File: src/rtl/hazard_stall_control_pkg.sv
// Shared types and defaults for the hazard/stall controller: register address width,
// default MUL latency and the controller state encoding.
package hazard_stall_control_pkg;

    localparam int unsigned REG_ADDR_W  = 5;
    localparam int unsigned MUL_LAT_DEF = 4;

    typedef enum logic [1:0] {
        IDLE     = 2'd0,
        MUL_BUSY = 2'd1,
        MEM_WAIT = 2'd2
    } hsc_state_e;

endpackage

File: src/rtl/hazard_stall_control_sat_counter.sv
// Saturating up-counter: increments on inc, sticks at all-ones, clears on async active-low reset.
module sat_counter #(
    parameter int unsigned CNT_W = 32
) (
    input  logic             clk,
    input  logic             reset,
    input  logic             inc,
    output logic [CNT_W-1:0] count
);

    always_ff @(posedge clk or negedge reset) begin
        if (!reset) begin
            count <= '0;
        end else if (inc && (count != '1)) begin
            count <= count + 1'b1;
        end
    end

endmodule

File: src/rtl/hazard_stall_control.sv
// Pipeline hazard/stall controller: load-use stall, multi-cycle MUL occupancy of EX,
// D-mem miss freeze and taken-branch flush, decoded into register enables/bubbles/flushes.
module hazard_stall_control
    import hazard_stall_control_pkg::*;
#(
    parameter int unsigned MUL_LAT = MUL_LAT_DEF,
    parameter int unsigned CNT_W   = 32
) (
    input  logic                  clk,
    input  logic                  reset,
    input  logic [REG_ADDR_W-1:0] if_id_src1,
    input  logic [REG_ADDR_W-1:0] if_id_src2,
    input  logic                  id_ex_memread,
    input  logic [REG_ADDR_W-1:0] id_ex_dest_reg,
    input  logic                  id_ex_is_mul,
    input  logic                  branch_taken,
    input  logic                  mem_req,
    input  logic                  mem_ready,
    output logic                  pc_write,
    output logic                  if_id_write,
    output logic                  id_ex_write,
    output logic                  ex_mem_write,
    output logic                  mem_wb_write,
    output logic                  if_id_flush,
    output logic                  id_ex_bubble,
    output logic                  ex_mem_bubble,
    output logic                  mul_done,
    output logic [CNT_W-1:0]      stall_cycles
);

    localparam int unsigned MC_W = (MUL_LAT > 2) ? $clog2(MUL_LAT - 1) : 1;
    localparam logic [MC_W-1:0] MUL_INIT = MC_W'((MUL_LAT > 1) ? (MUL_LAT - 2) : 0);

    hsc_state_e      state, state_n, eff;
    logic            resume_mul, resume_mul_n;
    logic            flush_pend, flush_pend_n;
    logic [MC_W-1:0] mul_cnt, mul_cnt_n;
    logic            freeze, load_use;

    always_ff @(posedge clk or negedge reset) begin
        if (!reset) begin
            state      <= IDLE;
            resume_mul <= 1'b0;
            flush_pend <= 1'b0;
            mul_cnt    <= '0;
        end else begin
            state      <= state_n;
            resume_mul <= resume_mul_n;
            flush_pend <= flush_pend_n;
            mul_cnt    <= mul_cnt_n;
        end
    end

    always_comb begin
        freeze   = mem_req & ~mem_ready;
        load_use = id_ex_memread && (id_ex_dest_reg != '0) &&
                   ((id_ex_dest_reg == if_id_src1) || (id_ex_dest_reg == if_id_src2));
        // An unfrozen MEM_WAIT cycle behaves as the state it returns to.
        eff = state;
        if (state == MEM_WAIT) eff = resume_mul ? MUL_BUSY : IDLE;

        pc_write      = 1'b1;
        if_id_write   = 1'b1;
        id_ex_write   = 1'b1;
        ex_mem_write  = 1'b1;
        mem_wb_write  = 1'b1;
        if_id_flush   = 1'b0;
        id_ex_bubble  = 1'b0;
        ex_mem_bubble = 1'b0;
        mul_done      = 1'b0;
        state_n       = state;
        resume_mul_n  = resume_mul;
        flush_pend_n  = flush_pend;
        mul_cnt_n     = mul_cnt;

        if (!reset) begin
            pc_write      = 1'b0;
            if_id_write   = 1'b0;
            id_ex_write   = 1'b0;
            ex_mem_write  = 1'b0;
            mem_wb_write  = 1'b0;
            if_id_flush   = 1'b1;
            id_ex_bubble  = 1'b1;
            ex_mem_bubble = 1'b1;
        end else if (freeze) begin
            pc_write     = 1'b0;
            if_id_write  = 1'b0;
            id_ex_write  = 1'b0;
            ex_mem_write = 1'b0;
            mem_wb_write = 1'b0;
            state_n      = MEM_WAIT;
            resume_mul_n = (eff == MUL_BUSY);
            flush_pend_n = flush_pend | branch_taken;
        end else begin
            state_n      = eff;
            resume_mul_n = 1'b0;
            flush_pend_n = 1'b0;
            case (eff)
                IDLE: begin
                    if (id_ex_is_mul && (MUL_LAT > 1)) begin
                        pc_write      = 1'b0;
                        if_id_write   = 1'b0;
                        id_ex_write   = 1'b0;
                        ex_mem_bubble = 1'b1;
                        state_n       = MUL_BUSY;
                        mul_cnt_n     = MUL_INIT;
                    end else begin
                        mul_done = id_ex_is_mul;
                        if (load_use) begin
                            pc_write     = 1'b0;
                            if_id_write  = 1'b0;
                            id_ex_bubble = 1'b1;
                        end
                    end
                end
                MUL_BUSY: begin
                    if (mul_cnt == '0) begin
                        mul_done = 1'b1;
                        state_n  = IDLE;
                    end else begin
                        pc_write      = 1'b0;
                        if_id_write   = 1'b0;
                        id_ex_write   = 1'b0;
                        ex_mem_bubble = 1'b1;
                        mul_cnt_n     = mul_cnt - 1'b1;
                    end
                end
                default: state_n = IDLE;
            endcase
            if (branch_taken || flush_pend) begin
                pc_write     = 1'b1;
                if_id_write  = 1'b1;
                if_id_flush  = 1'b1;
                id_ex_bubble = 1'b1;
            end
        end
    end

    sat_counter #(.CNT_W(CNT_W)) u_stall_cnt (
        .clk   (clk),
        .reset (reset),
        .inc   (~pc_write),
        .count (stall_cycles)
    );

endmodule

File: config.mk
export PLATFORM = sky130hd
export DESIGN_NAME = hazard_stall_control
export DESIGN_NICKNAME = d
export VERILOG_FILES = /design/src/rtl/hazard_stall_control_pkg.sv /design/src/rtl/hazard_stall_control_sat_counter.sv /design/src/rtl/hazard_stall_control.sv
export SDC_FILE = /design/constraint.sdc
export NUM_CORES = 1
export LEC_CHECK = 0
export BUFFER_PORTS_ARGS = -buffer_cell sky130_fd_sc_hd__buf_2
export CAP_MARGIN = 20
export CORE_UTILIZATION = 50
export DETAILED_ROUTE_END_ITERATION = 10
export GPL_TIMING_DRIVEN = 0
export PLACE_DENSITY_LB_ADDON = 0.08
export SETUP_SLACK_MARGIN = 0.4
export SYNTH_ARGS = -nofsm -noshare
export SYNTH_HDL_FRONTEND = slang
export SYNTH_SLANG_ARGS = --single-unit
File: constraint.sdc
create_clock -name clk -period 2.9 [get_ports clk]
set_input_delay 0.145 -clock clk [delete_from_list [all_inputs] [get_ports clk]]
set_output_delay 0.145 -clock clk [all_outputs]
set_load 0.01 [all_outputs]
After elaboration in Yosys (flattened, before gate mapping)
Cells that the tools add are included.
{ "op_classes": {"add_sub_neg": 2, "muxes": 41, "reduce_logical": 10, "eq_ne": 7, "bitwise_logic": 5} }
{ "ops": {"columns": ["cell", "count"], "rows": [
  ["32-bit by 1-bit adder with 32-bit output, second input constant", 1],
  ["32-bit != test, second input constant", 1],
  ["1-bit two-way mux", 30],
  ["2-bit two-way mux", 6],
  ["5-bit == test", 2],
  ["2-bit case mux with 2 select lines", 2],
  ["1-bit case mux with 2 select lines", 3],
  ["5-bit AND reduction", 1],
  ["5-bit nonzero test", 1],
  ["2-bit logical NOT", 2],
  ["2-bit != test, second input constant", 2],
  ["1-bit logical AND", 3],
  ["1-bit inverter", 3],
  ["2-bit by 1-bit == test with 1-bit output, second input constant", 1],
  ["2-bit == test, second input constant", 1],
  ["1-bit logical OR", 2],
  ["2-bit nonzero test", 1],
  ["2-bit by 1-bit subtractor with 2-bit output, second input constant", 1],
  ["1-bit AND", 1],
  ["1-bit OR", 1]
]} }
{ "totals": {"elab_cells": 70, "out_inout_bits": 41, "inputBits": 22, "register_bits": 38} }

Logic depth before layout (Yosys ltp)
Gate-level depths: netlist of the first run.
{ "logic_depth": {"ltp_word": 11, "depth_mapped": 9, "mapped_depth_nobuf": 8} }

Hierarchy
A second synthesis of the first run with hierarchy kept.
{ "unflattened": {"hier_cells": 226, "area_unflattened_um2": 2202.1} }
{ "modules_own_cells": {"columns": ["mod", "area_per_inst_um2", "seq_area_each_um2", "instances", "cells_per_inst"], "rows": [
  ["sat_counter", 1617.8, 800.8, 1, 153],
  ["hazard_stall_control", 584.3, 150.1, 1, 73]
]} }

Worst setup path before layout of the first run
No wires, ideal clock.
{ "synth_timing": {"path_kind": "register -> register", "startpoint": "reg u_stall_cnt.count[6]", "endpoint": "reg u_stall_cnt.count[1]", "arrival_time_ns": 1.707, "required_time_ns": 2.772, "stages_incl_launch_ff": 6, "setup_slack_ns": 1.066, "path_buffers": 0, "synth_period_minus_slack_ns": 1.834, "setup_ns": 0.128, "path_cell_list": "dfrtp_1 nand4_4 nor4_4 nand3_4 nand2_1 mux2_1"} }
{ "synth_between": {"elab_chain_cells": 2} }
{ "synth_lines": {"columns": ["item", "line_no", "rtl"], "rows": [
  ["start, declared", "hazard_stall_control_sat_counter.sv:8", "output logic [CNT_W-1:0] count"],
  ["start signal, assigned", "hazard_stall_control_sat_counter.sv:15", "count <= count + 1'b1;"],
  ["32-bit != test", "hazard_stall_control_sat_counter.sv:14", "end else if (inc && (count != '1)) begin"],
  ["1-bit logical AND", "hazard_stall_control_sat_counter.sv:14", null]
]} }
No other way between the ends.
A chain may end at the register's enable or synchronous reset.

Worst setup path after layout of the first run
{ "layout_timing": {"startpoint": "reg mul_cnt[0]", "endpoint": "out pc_write"} }
{ "layout_between": {"elab_chain_cells": 6} }
{ "layout_lines": {"columns": ["item", "line_no", "rtl"], "rows": [
  ["start, declared", "hazard_stall_control.sv:37", "logic [MC_W-1:0] mul_cnt, mul_cnt_n;"],
  ["start signal, assigned", "hazard_stall_control.sv:50", "mul_cnt <= mul_cnt_n;"],
  ["2-bit logical NOT", "hazard_stall_control.sv:117", "if (mul_cnt == '0) begin"],
  ["1-bit two-way mux", "hazard_stall_control.sv:117", null],
  ["1-bit case mux with 2 select lines", "hazard_stall_control.sv:98", "case (eff)"],
  ["1-bit two-way mux", "hazard_stall_control.sv:130", "if (branch_taken || flush_pend) begin"],
  ["1-bit two-way mux", "hazard_stall_control.sv:85", "end else if (freeze) begin"],
  ["1-bit two-way mux", "hazard_stall_control.sv:76", "if (!reset) begin"],
  ["end, declared", "hazard_stall_control.sv:19", "output logic pc_write,"]
]} }
No other way between the ends.

==> impl_metrics.py, run 1 <==
metrics = {
    "clock_tree": {
        "cts.path.max_buffers": 2,
        "cts.htree.levels": 2,
        "cts_root_buffer": "clkbuf_8",
        "post_cts_buffers": 0,
        "clk_latency_ns": 0.29,
        "cts_tree": "built",
        "clk_pin_slew_ns": 0.07,
        "cts_num_sinks": 38,
        "cts_inserted_buffers": 5,
    },
    "finish": {
        "fin_nets": 313,
        "area_growth_syn_to_layout_pct": 23.4,
        "multi_input_area_um2": 1180,
        "postLayoutCoreUtil_pct": 66.5,
        "regArea_um2": 951,
        "antenna_cells": 0,
        "drive_gt1_share_pct": 33.4,
        "fillers": 341,
    },
    "critical_path": {
        "worstPathArrival_ns": 2.18,
        "worstPathCellList": "inv_1 > ha_1 > o21ai_0 > nand3_1 > o31ai_4 > clkbuf_4 > inv_1 > buf_4 > buf_2",
        "worstPathRequired_ns": 2.76,
        "cp_common_cell": "inv_1",
        "critPathBufInv": 5,
        "crit_type": "reg2out",
        "path_max_fanout": 10,
        "regToRegStartpoint": "u_stall_cnt.count[6]$_DFFE_PN0P_",
        "cp_top_family": "buffers and inverters",
        "crit_slowest_cell": "o31ai_4",
        "cp-startpoint": "mul_cnt[0]$_DFFE_PN0P_",
        "end_kind": "output port",
        "start_kind": "register",
        "cp_slowest_stage_delay_ns": 0.36,
    },
    "yosys": {
        "yosysUniqueCellTypes": 42,
        "synth_edf_count": 0,
        "netlist_top_cells_area": "dfrtp_1 43%, xnor2_1 11%, xor2_1 5.1%",
        "synth_top_area_share_pct": 42.9,
        "synth_top_area_cell": "dfrtp_1",
        "synth-seq-cells": 38,
        "syn-cell-area_um2": 2220,
        "ys_seq_area_share_pct": 42.9,
        "synthFlopType": "dfrtp_1",
        "async_flop_share_pct": 100,
        "yosys_warnings": 0,
        "synthesis.nets": 242,
        "synth_cells": 218,
        "syn_area_per_cell_um2": 10.2,
    },
    "global_route": {
        "overflow": 0,
        "grt.total_usage_pct": 21.3,
        "grt_max_degree": 47,
        "grt_pass1_wl_mm": 7.34,
        "grt_pass1_vias": 1615,
        "antenna_found_initial": 0,
    },
    "floorplanning": {
        "die_h_um": 68.6,
        "coreArea_um2": 4120,
        "fp-row-count": 23,
        "io_pins": 63,
        "die_w_um": 68.6,
        "initial_core_util_pct": 53.9,
        "die_area_um2": 4710,
    },
    "placed_design": {
        "portBuffers": 62,
        "hpwl_mm": 3.33,
        "gp_congestion": 0.781,
    },
    "power_and_ir_drop": {
        "p_leak_nw": 1.36,
        "power_density_nw_per_um2": 547,
        "irDropWorstVdd_mv": 0.406,
    },
    "routing": {
        "wire_per_inst_um": 13.5,
        "firstDrtPassIters": 4,
        "wl_mm": 4.58,
        "viasPerCell": 5.25,
        "drtAntennaViolNets": 0,
        "route.detailed.drc": 0,
        "first_iter_violations": 92,
        "via_count": 1785,
    },
    "hold_path": {
        "hp-start": "branch_taken",
        "hold_class": "in2reg",
    },
    "timing": {
        "hold_viol_final": 0,
        "worstMarginPinSlew_ns": 0.612,
        "finalCritPeriodShare_pct": 80.3,
        "setup_tns_ns": 0,
        "timing.slew.headroom_pct": 58.9,
        "grt_setup_unrepaired": "false",
        "period_needed_ns": 2.33,
        "skew_ns": 0.00427,
        "setup_viol": 0,
        "maxSlewViolCount": 0,
        "max_freq_mhz": 429,
    },
    "status": {
        "status": "finished clean",
    },
    "flow_run": {
        "maxCapViolCount": 0,
    },
}
per-layer routing:
metal | track usage, % | vias up | part of all wire, %
li1 | - | 912 | -
met1 | 28.8 | 818 | 51
met2 | 31.5 | 51 | 42
met3 | 7.40 | 4 | 6.2
met4 | 6.77 | 0 | 0.98
met5 | 0 | - | 0
logic make-up after synthesis:
| logic type | Yosys count | synth area share (%) |
|---|---|---|
| AOI/OAI and AO/OA | 17 | 5.41 |
| xor gates and xnor gates | 41 | 16.2 |
| adders and majority gates | 2 | 1.13 |
| buffers and inverters | 15 | 3.84 |
| DFF | 38 | 42.9 |
| muxes | 3 | 1.47 |
| and+or+nand+nor | 102 | 29.1 |
power by group:
group	total [W]	internal (W)	switching, W
Combinational	0.000383	0.000179	0.000203
Sequential	0.000696	0.000601	0.0000942
Clock	0.000420	0.000240	0.000180
layout by cell type, fill, tap and decap left out, types with 2 or more instances in the layout:
cell	instances
nand4_1	14
and3_2	3
buf_4	3
nand3_4	2
and2_1	4
nor2_1	11
dfrtp_1	38
nor3_1	2
nand3_1	19
nor3b_2	2
nand2_2	2
o21ai_0	8
nand2_1	19
xor2_1	13
xnor2_1	28
buf_6	2
a22oi_1	2
clkbuf_8	8
nand2b_1	2
clkbuf_4	2
inv_1	7
buf_2	62
ha_1	2
nor4_4	3
and3_1	11
cell usage after synthesis, types with 2 or more instances:
library cell and count:
o21ai_0 8, nor2_1 11, nand2_2 2, nand2b_1 2, inv_1 7, a22oi_1 2, and3_2 3, nand4_1 14
xor2_1 13, buf_6 2, nor3_1 2, and2_1 4, nand3_1 19, ha_1 2, and3_1 11, nand2_1 19
buf_4 3, dfrtp_1 38, xnor2_1 28, nand3_4 2, buf_2 2, nor4_4 3, nor3b_2 2
registers in the layout, summed over array words and instances, names as in the netlist:
register and count:
mul_cnt 2, flush_pend 1, state 2, u_stall_cnt.count 32, resume_mul 1
path summary, 6_finish.rpt:
kind,end,slack [ns],cells past startpoint
worst max-delay path,pc_write,0.57,9
worst min-delay path,flush_pend$_DFFE_PN0P_,0.11,3
worst max register to register,u_stall_cnt.count[1]$_DFFE_PN0P_,0.79,5
worst min register to register,u_stall_cnt.count[22]$_DFFE_PN0P_,0.50,1
max in group asynchronous,state[0]$_DFFE_PN0P_,2.25,3
min in group asynchronous,u_stall_cnt.count[25]$_DFFE_PN0P_,0.46,3
area by class of cell:
class	count	area share [%]
well taps	50	2.29
multi-input cells	165	43.2
inverters	7	0.960
plain buffers	8	2.24
flip-flops and latches	38	34.8
clock buffers	8	4.02
repair buffers	64	12.5
worst reg2reg max path, delay by kind of cell, from the launching register on:
kind | cells | cell delay (ns)
and+or+nand+nor | 4 | 1.16
DFF | 1 | 0.49
muxes | 1 | 0.34
repair_timing:
action | CTS | global route
endpoints found under the hold margin | 0 | 38
hold buffers | 0 | 2
endpoints found under the setup margin | 0 | 1
resized for setup | 0 | 2
per-stage QoR:
| step | instance area, µm² | cells | setup slack (ns) | hold WS, ns | total power, W |
|---|---|---|---|---|---|
| 3_3_place_gp | 2590 | 330 | 0.567 | 0.338 | 0.00107 |
| 2_1_floorplan | 2220 | 218 | 1.07 | -0.151 | 0.000941 |
| 6_report | 2740 | 340 | 0.570 | 0.108 | 0.00150 |
| 4_1_cts | 2700 | 338 | 0.533 | 0.0290 | 0.00151 |
| 5_1_grt | 2740 | 340 | 0.401 | 0.117 | 0.00160 |
| 3_5_place_dp | 2590 | 330 | 0.561 | 0.346 | 0.00109 |
Power figures use the tool's default switching activity.
==> inputs of run 2 (changes only) <==
CORE_UTILIZATION = 47   (was 50)
clock period = 2 ns   (was 2.9 ns; I/O delays follow)
==> run 2 against run 1 <==
  * The flow now finishes with violations (DRC)
  * Worst setup slack worse by 0.47 ns
  * Non-clock buffer count grew 18
  * Sequential share of layout area down 5.1 points
  * Highest routed layer unchanged
  * Power increased by 80%
  * Via count up 10%
  * Clock-buffer cell count shrank 3
  * Core utilization up 6.5 points
  * Cell area is 18% higher
  * Hold slack got worse by 0.078 ns
  * Sequential power increased by 52%
==> impl_metrics.py, run 2 (synthesized netlist as in run 1, its figures left out) <==
metrics = {
    "status": {
        "status": "finished with violations",
        "violations": "DRC",
    },
    "critical_path": {
        "cp-startpoint": "mul_cnt[1]$_DFFE_PN0P_",
        "regToRegStartpoint": "mul_cnt[1]$_DFFE_PN0P_",
        "worstPathCellList": "inv_2 > ha_4 > o21ai_2 > nand3_2 > o21a_1 > o31ai_4 > buf_6 > inv_4 > buf_6 > buf_6",
        "crit_end": "pc_write",
        "end_kind": "output port",
        "cp_top_family": "buffers and inverters",
        "crit_slowest_cell": "dfrtp_1",
        "critical_path_depth": 10,
        "critPathBufInv": 5,
        "worstPathArrival_ns": 1.80,
        "cp_common_cell": "buf_6",
        "cp_slowest_stage_delay_ns": 0.36,
        "worstPathRequired_ns": 1.90,
        "rrSetupSlack_ns": 0.14,
        "worst_r2r_endpoint": "u_stall_cnt.count[1]$_DFFE_PN0P_",
        "crit_type": "reg2out",
        "start_kind": "register",
        "ff2ff_path_depth": 10,
        "path_max_fanout": 4,
    },
    "timing": {
        "hold_viol_final": 0,
        "period_needed_ns": 1.90,
        "max_freq_mhz": 528,
        "grt_setup_unrepaired": "true",
        "maxSlewViolCount": 0,
        "skew_ns": 0.00376,
        "worstMarginPinSlew_ns": 0.349,
        "setup_slack_ns": 0.105,
        "finalCritPeriodShare_pct": 94.8,
        "timing.slew.headroom_pct": 76.7,
        "setup_viol": 0,
    },
    "global_route": {
        "grt.total_usage_pct": 20.6,
        "grt_pass1_wl_mm": 8.11,
        "antenna_found_initial": 0,
        "overflow": 0,
        "grt_pass1_vias": 1807,
        "grt_max_degree": 47,
    },
    "placed_design": {
        "hpwl_mm": 3.36,
        "portBuffers": 62,
        "preCtsSetupSlack_ns": -0.259,
        "gp_congestion": 0.731,
    },
    "floorplanning": {
        "fp-row-count": 24,
        "coreArea_um2": 4440,
        "die_area_um2": 5000,
        "die_h_um": 70.7,
        "die_w_um": 70.7,
        "io_pins": 63,
        "initial_core_util_pct": 49.9,
    },
    "hold_path": {
        "hold_class": "in2reg",
        "whs_path_depth": 2,
    },
    "finish": {
        "multi_input_area_um2": 1400,
        "reg_top3": "u_stall_cnt.count: 32 flops, mul_cnt: 2 flops, state: 2 flops",
        "antenna_cells": 0,
        "largest_reg_flops": 32,
        "layout.cells.most_common": "buf_2",
        "postLayoutCoreUtil_pct": 72.9,
        "mostFrequentLayoutCells": "60 x buf_2, 31 x dfrtp_1, 24 x xnor2_1",
        "regMostFlops": "u_stall_cnt.count",
        "regArea_um2": 960,
        "drive_gt1_share_pct": 50.3,
        "fillers": 315,
        "fin_nets": 331,
        "area_growth_syn_to_layout_pct": 46.1,
    },
    "flow_run": {
        "maxCapViolCount": 0,
    },
    "power_and_ir_drop": {
        "p_leak_nw": 1.55,
        "p_total_w": 0.00269,
        "power_density_nw_per_um2": 830,
        "irDropWorstVdd_mv": 0.558,
    },
    "routing": {
        "via_count": 1969,
        "firstDrtPassIters": 7,
        "wire_per_inst_um": 15.0,
        "drtAntennaViolNets": 0,
        "wl_mm": 5.39,
        "first_iter_violations": 87,
        "viasPerCell": 5.47,
        "route.detailed.drc": 12,
    },
    "clock_tree": {
        "cts_root_buffer": "clkbuf_8",
        "cts_tree": "built",
        "clk_latency_ns": 0.30,
        "cts.htree.levels": 2,
        "clk_pin_slew_ns": 0.08,
        "cts.path.max_buffers": 2,
        "cts_inserted_buffers": 5,
        "cts_num_sinks": 38,
    },
}
[run 2: cell types whose count changed in the layout (fill, tap and decap cells not counted), sizes merged]
| cell | previous run | this run |
|---|---|---|
| bufinv | 0 | 2 |
| buf | 68 | 85 |
| clkinv | 0 | 1 |
| clkbuf | 11 | 9 |
[run 2: layer usage]
metal,part of all wire (%),global-route usage [%],vias to the layer above
met3,4.3,3.28,9
met4,1.7,7.56,0
li1,-,-,937
met2,50,36.8,60
met1,44,25.2,963
met5,0,0,-
[run 2: worst min path at each step]
stage | startpoint | end
after floorplan | reset | flush_pend$_DFFE_PN0P_
after detailed placement | reset | u_stall_cnt.count[4]$_DFFE_PN0P_
after global placement | reset | u_stall_cnt.count[4]$_DFFE_PN0P_
after global routing | reset | state[0]$_DFFE_PN0P_
final | reset | state[0]$_DFFE_PN0P_
after CTS | reset | u_stall_cnt.count[4]$_DFFE_PN0P_
[run 2: stage by stage]
step | hold WS, ns | instances | cell area, µm² | TNS, ns
floorplan | -0.196 | 218 | 2330 | 0
global placement | 0.302 | 332 | 2710 | -4.88
detailed placement | 0.297 | 332 | 2710 | -4.67
CTS | -0.196 | 350 | 2980 | 0
global route | 0.0349 | 360 | 3240 | 0
finish | 0.0302 | 360 | 3240 | 0
[run 2: power breakdown]
part / internal (W) / total (W) / switching, W
clock: 0.000500 / 0.000795 / 0.000296
sequential: 0.000877 / 0.00106 / 0.000180
combinational: 0.000456 / 0.000839 / 0.000384
[run 2: repair_timing]
item,CTS,global route
resized for setup,14,26
setup endpoints to repair,41,38
hold endpoints to repair,38,38
gates cloned,0,3
setup buffers,10,5
pin swaps,8,20
[run 2: layout make-up]
| class | count | area share, % |
|---|---|---|
| clock buffer | 5 | 2.12 |
| buffer | 8 | 2.82 |
| clock inverter | 3 | 2.12 |
| tap | 52 | 2.01 |
| timing repair buffer | 82 | 17.1 |
| sequential | 38 | 29.6 |
| multi-input combinational | 165 | 43.3 |
| inverter | 7 | 0.888 |
==> inputs of run 3 (changes only) <==
ABC_AREA = 1   (was default)
CORE_UTILIZATION = 49   (was 47)
==> run 3 against run 2 <==
  * Core utilization down 0.55 points
  * The flow finishes with violations (hold timing)
  * Final cell count up 59%
  * Critical path depth up 2
  * Sequential power down 12%
  * Maximum frequency up 5.6%
==> impl_metrics.py, run 3 <==
metrics = {
    "critical_path": {
        "crit_type": "reg2reg",
        "worstPathRequired_ns": 2.22,
        "ff2ff_path_depth": 12,
        "start_kind": "register",
        "rrSetupSlack_ns": 0.21,
        "path_max_fanout": 2,
        "worst_r2r_endpoint": "resume_mul$_DFFE_PN0P_",
        "worstPathArrival_ns": 2.01,
        "end_kind": "register",
        "regToRegStartpoint": "state[1]$_DFFE_PN0P_",
    },
    "finish": {
        "multi_input_area_um2": 1640,
        "postLayoutCoreUtil_pct": 72.4,
        "area_growth_syn_to_layout_pct": 40.1,
        "mostFrequentLayoutCells": "134 x nand2_1, 60 x buf_2, 45 x buf_4",
        "layout.cells.most_common": "nand2_1",
        "fillers": 424,
        "drive_gt1_share_pct": 34.7,
        "regArea_um2": 961,
        "regMostFlops": "u_stall_cnt.count",
        "largest_reg_flops": 32,
        "fin_nets": 525,
        "antenna_cells": 0,
        "reg_top3": "u_stall_cnt.count: 32 flops, mul_cnt: 2 flops, state: 2 flops",
    },
    "routing": {
        "via_count": 2907,
        "firstDrtPassIters": 4,
        "drtAntennaViolNets": 0,
        "wire_per_inst_um": 13.5,
        "wl_mm": 7.74,
        "route.detailed.drc": 0,
        "viasPerCell": 5.08,
        "first_iter_violations": 148,
    },
    "timing": {
        "maxSlewViolCount": 0,
        "finalCritPeriodShare_pct": 89.7,
        "hold_ws_ns": -0.288,
        "hold_viol_final": 38,
        "skew_ns": 0.00871,
        "period_needed_ns": 1.79,
        "worstMarginPinSlew_ns": 0.397,
        "grt_setup_unrepaired": "true",
        "setup_slack_ns": 0.205,
        "timing.slew.headroom_pct": 73.5,
        "max_freq_mhz": 557,
        "setup_viol": 0,
    },
    "clock_tree": {
        "cts_num_sinks": 38,
        "cts_inserted_buffers": 5,
        "cts_root_buffer": "clkbuf_8",
        "clk_pin_slew_ns": 0.08,
        "cts_tree": "built",
        "cts.htree.levels": 2,
        "cts.path.max_buffers": 2,
        "clk_latency_ns": 0.29,
    },
    "yosys": {
        "synth_top_area_cell": "dfrtp_1",
        "yosys_warnings": 0,
        "syn-cell-area_um2": 2670,
        "synth_common_cells": "141 x nand2_1, 45 x nand3_1, 38 x dfrtp_1, 37 x inv_1, 33 x nor2_1",
        "netlist_top_cells_area": "dfrtp_1 36%, nand2_1 20%, nand3_1 8.4%",
        "synthFlopType": "dfrtp_1",
        "synth_cells": 390,
        "yosysMostFrequentCell": "nand2_1",
        "ys_seq_area_share_pct": 35.6,
        "synth-seq-cells": 38,
        "synthesis.nets": 414,
        "syn_area_per_cell_um2": 6.86,
        "async_flop_share_pct": 100,
        "synth_top_area_share_pct": 35.6,
        "yosysUniqueCellTypes": 29,
        "synth_edf_count": 0,
    },
    "hold_path": {
        "hold_class": "in2async",
    },
    "global_route": {
        "grt_max_degree": 47,
        "grt_pass1_vias": 2485,
        "grt.total_usage_pct": 27.5,
        "overflow": 0,
        "grt_pass1_wl_mm": 11.8,
        "antenna_found_initial": 0,
    },
    "status": {
        "violations": "hold timing",
        "status": "finished with violations",
    },
    "placed_design": {
        "hpwl_mm": 5.40,
        "gp_congestion": 0.942,
        "portBuffers": 62,
        "preCtsSetupSlack_ns": -0.131,
    },
    "power_and_ir_drop": {
        "p_leak_nw": 2.11,
        "p_total_w": 0.00253,
        "p_comb_share_pct": 37.2,
        "p_seq_share_pct": 37.0,
        "irDropWorstVdd_mv": 0.727,
        "power_density_nw_per_um2": 676,
        "switching_power_w": 0.000845,
        "pwr-share-clk_pct": 25.8,
        "switching_share_pct": 33.4,
        "p_int_w": 0.00169,
    },
    "floorplanning": {
        "die_h_um": 75.9,
        "fp-row-count": 26,
        "die_area_um2": 5760,
        "coreArea_um2": 5170,
        "die_w_um": 75.9,
        "io_pins": 63,
        "initial_core_util_pct": 51.7,
    },
    "flow_run": {
        "maxCapViolCount": 0,
    },
}
-- run 3: changes by cell type after synthesis, sizes merged, moves of 6 or more --
cell / before / now
buf: 7 / 13
and3: 14 / 1
nand4: 15 / 7
inv: 7 / 39
nand2: 21 / 144
xnor2: 28 / 10
nand3: 21 / 46
nor2: 12 / 36
xor2: 13 / 19
nor3: 2 / 16
-- run 3: kinds of logic after synthesis --
kind of cell | synth area share, %
AND/OR/NAND/NOR | 42.4
buffers and inverters | 8.89
flip-flops | 35.6
XOR/XNOR | 9.50
AO/OA/AOI/OAI | 2.67
adder cells (fa/ha/maj) | 0.936
-- run 3: final cells by class --
type / count / share of cell area, %
Buffer: 13 / 3.31
Clock buffer: 6 / 1.94
Clock inverter: 2 / 1.00
Inverter: 39 / 3.91
Multi-Input combinational cell: 300 / 43.7
Sequential cell: 38 / 25.7
Tap cell: 70 / 2.34
Timing Repair Buffer: 104 / 18.2
-- run 3: critical path: stages (launching register included) --
cell,delay (ns)
dfrtp_1,0.37
inv_2,0.06
o21ai_2,0.16
nand2_2,0.08
buf_4,0.13
buf_4,0.12
buf_4,0.12
buf_4,0.12
buf_4,0.12
buf_4,0.12
buf_4,0.12
buf_4,0.12
o22ai_2,0.07
-- run 3: how the worst max path moves through the flow --
stage                                          start                               end  cells after the start
floorplan           u_stall_cnt.count[0]$_DFFE_PN0P_  u_stall_cnt.count[1]$_DFFE_PN0P_                      9
global placement                               reset                          pc_write                      8
detailed placement                             reset                          pc_write                      8
CTS                             state[1]$_DFFE_PN0P_                          pc_write                     12
global route                    state[1]$_DFFE_PN0P_                          pc_write                     12
finish                          state[1]$_DFFE_PN0P_            resume_mul$_DFFE_PN0P_                     12
-- run 3: power by group through the flow --
stage | Combinational [W] | Sequential (W) | Clock (W)
final | 0.000943 | 0.000936 | 0.000654
after floorplan | 0.000398 | 0.000965 | 0
after global routing | 0.00103 | 0.000948 | 0.000703
after global placement | 0.000598 | 0.000950 | 0
after detailed placement | 0.000612 | 0.000952 | 0
after CTS | 0.000878 | 0.000931 | 0.000679
-- run 3: routing by layer --
| layer | up-vias | track usage, % | part of all wire (%) | routed length, µm |
|---|---|---|---|---|
| li1 | 1466 | - | - | - |
| met3 | 16 | 4.50 | 5.1 | 398 |
| met1 | 1353 | 38.6 | 45 | 3510 |
| met5 | - | 0 | 0 | 0 |
| met2 | 72 | 42.7 | 47 | 3650 |
| met4 | 0 | 9.88 | 2.3 | 177 |
-- run 3: timing repair --
action,4_1_cts,5_1_grt
pin swaps,4,9
endpoints found under the hold margin,38,38
setup buffers,20,18
gates cloned,3,1
gates resized for setup,28,35
setup endpoints to repair,40,41
-- run 3: per-stage QoR --
step                      cell area [µm²]  TNS [ns]  std cells
after global placement               3090   -0.0890        522
after global routing                 3740         0        572
final                                3740         0        572
after detailed placement             3090    -0.253        522
after CTS                            3480         0        553
after floorplan                      2690         0        390
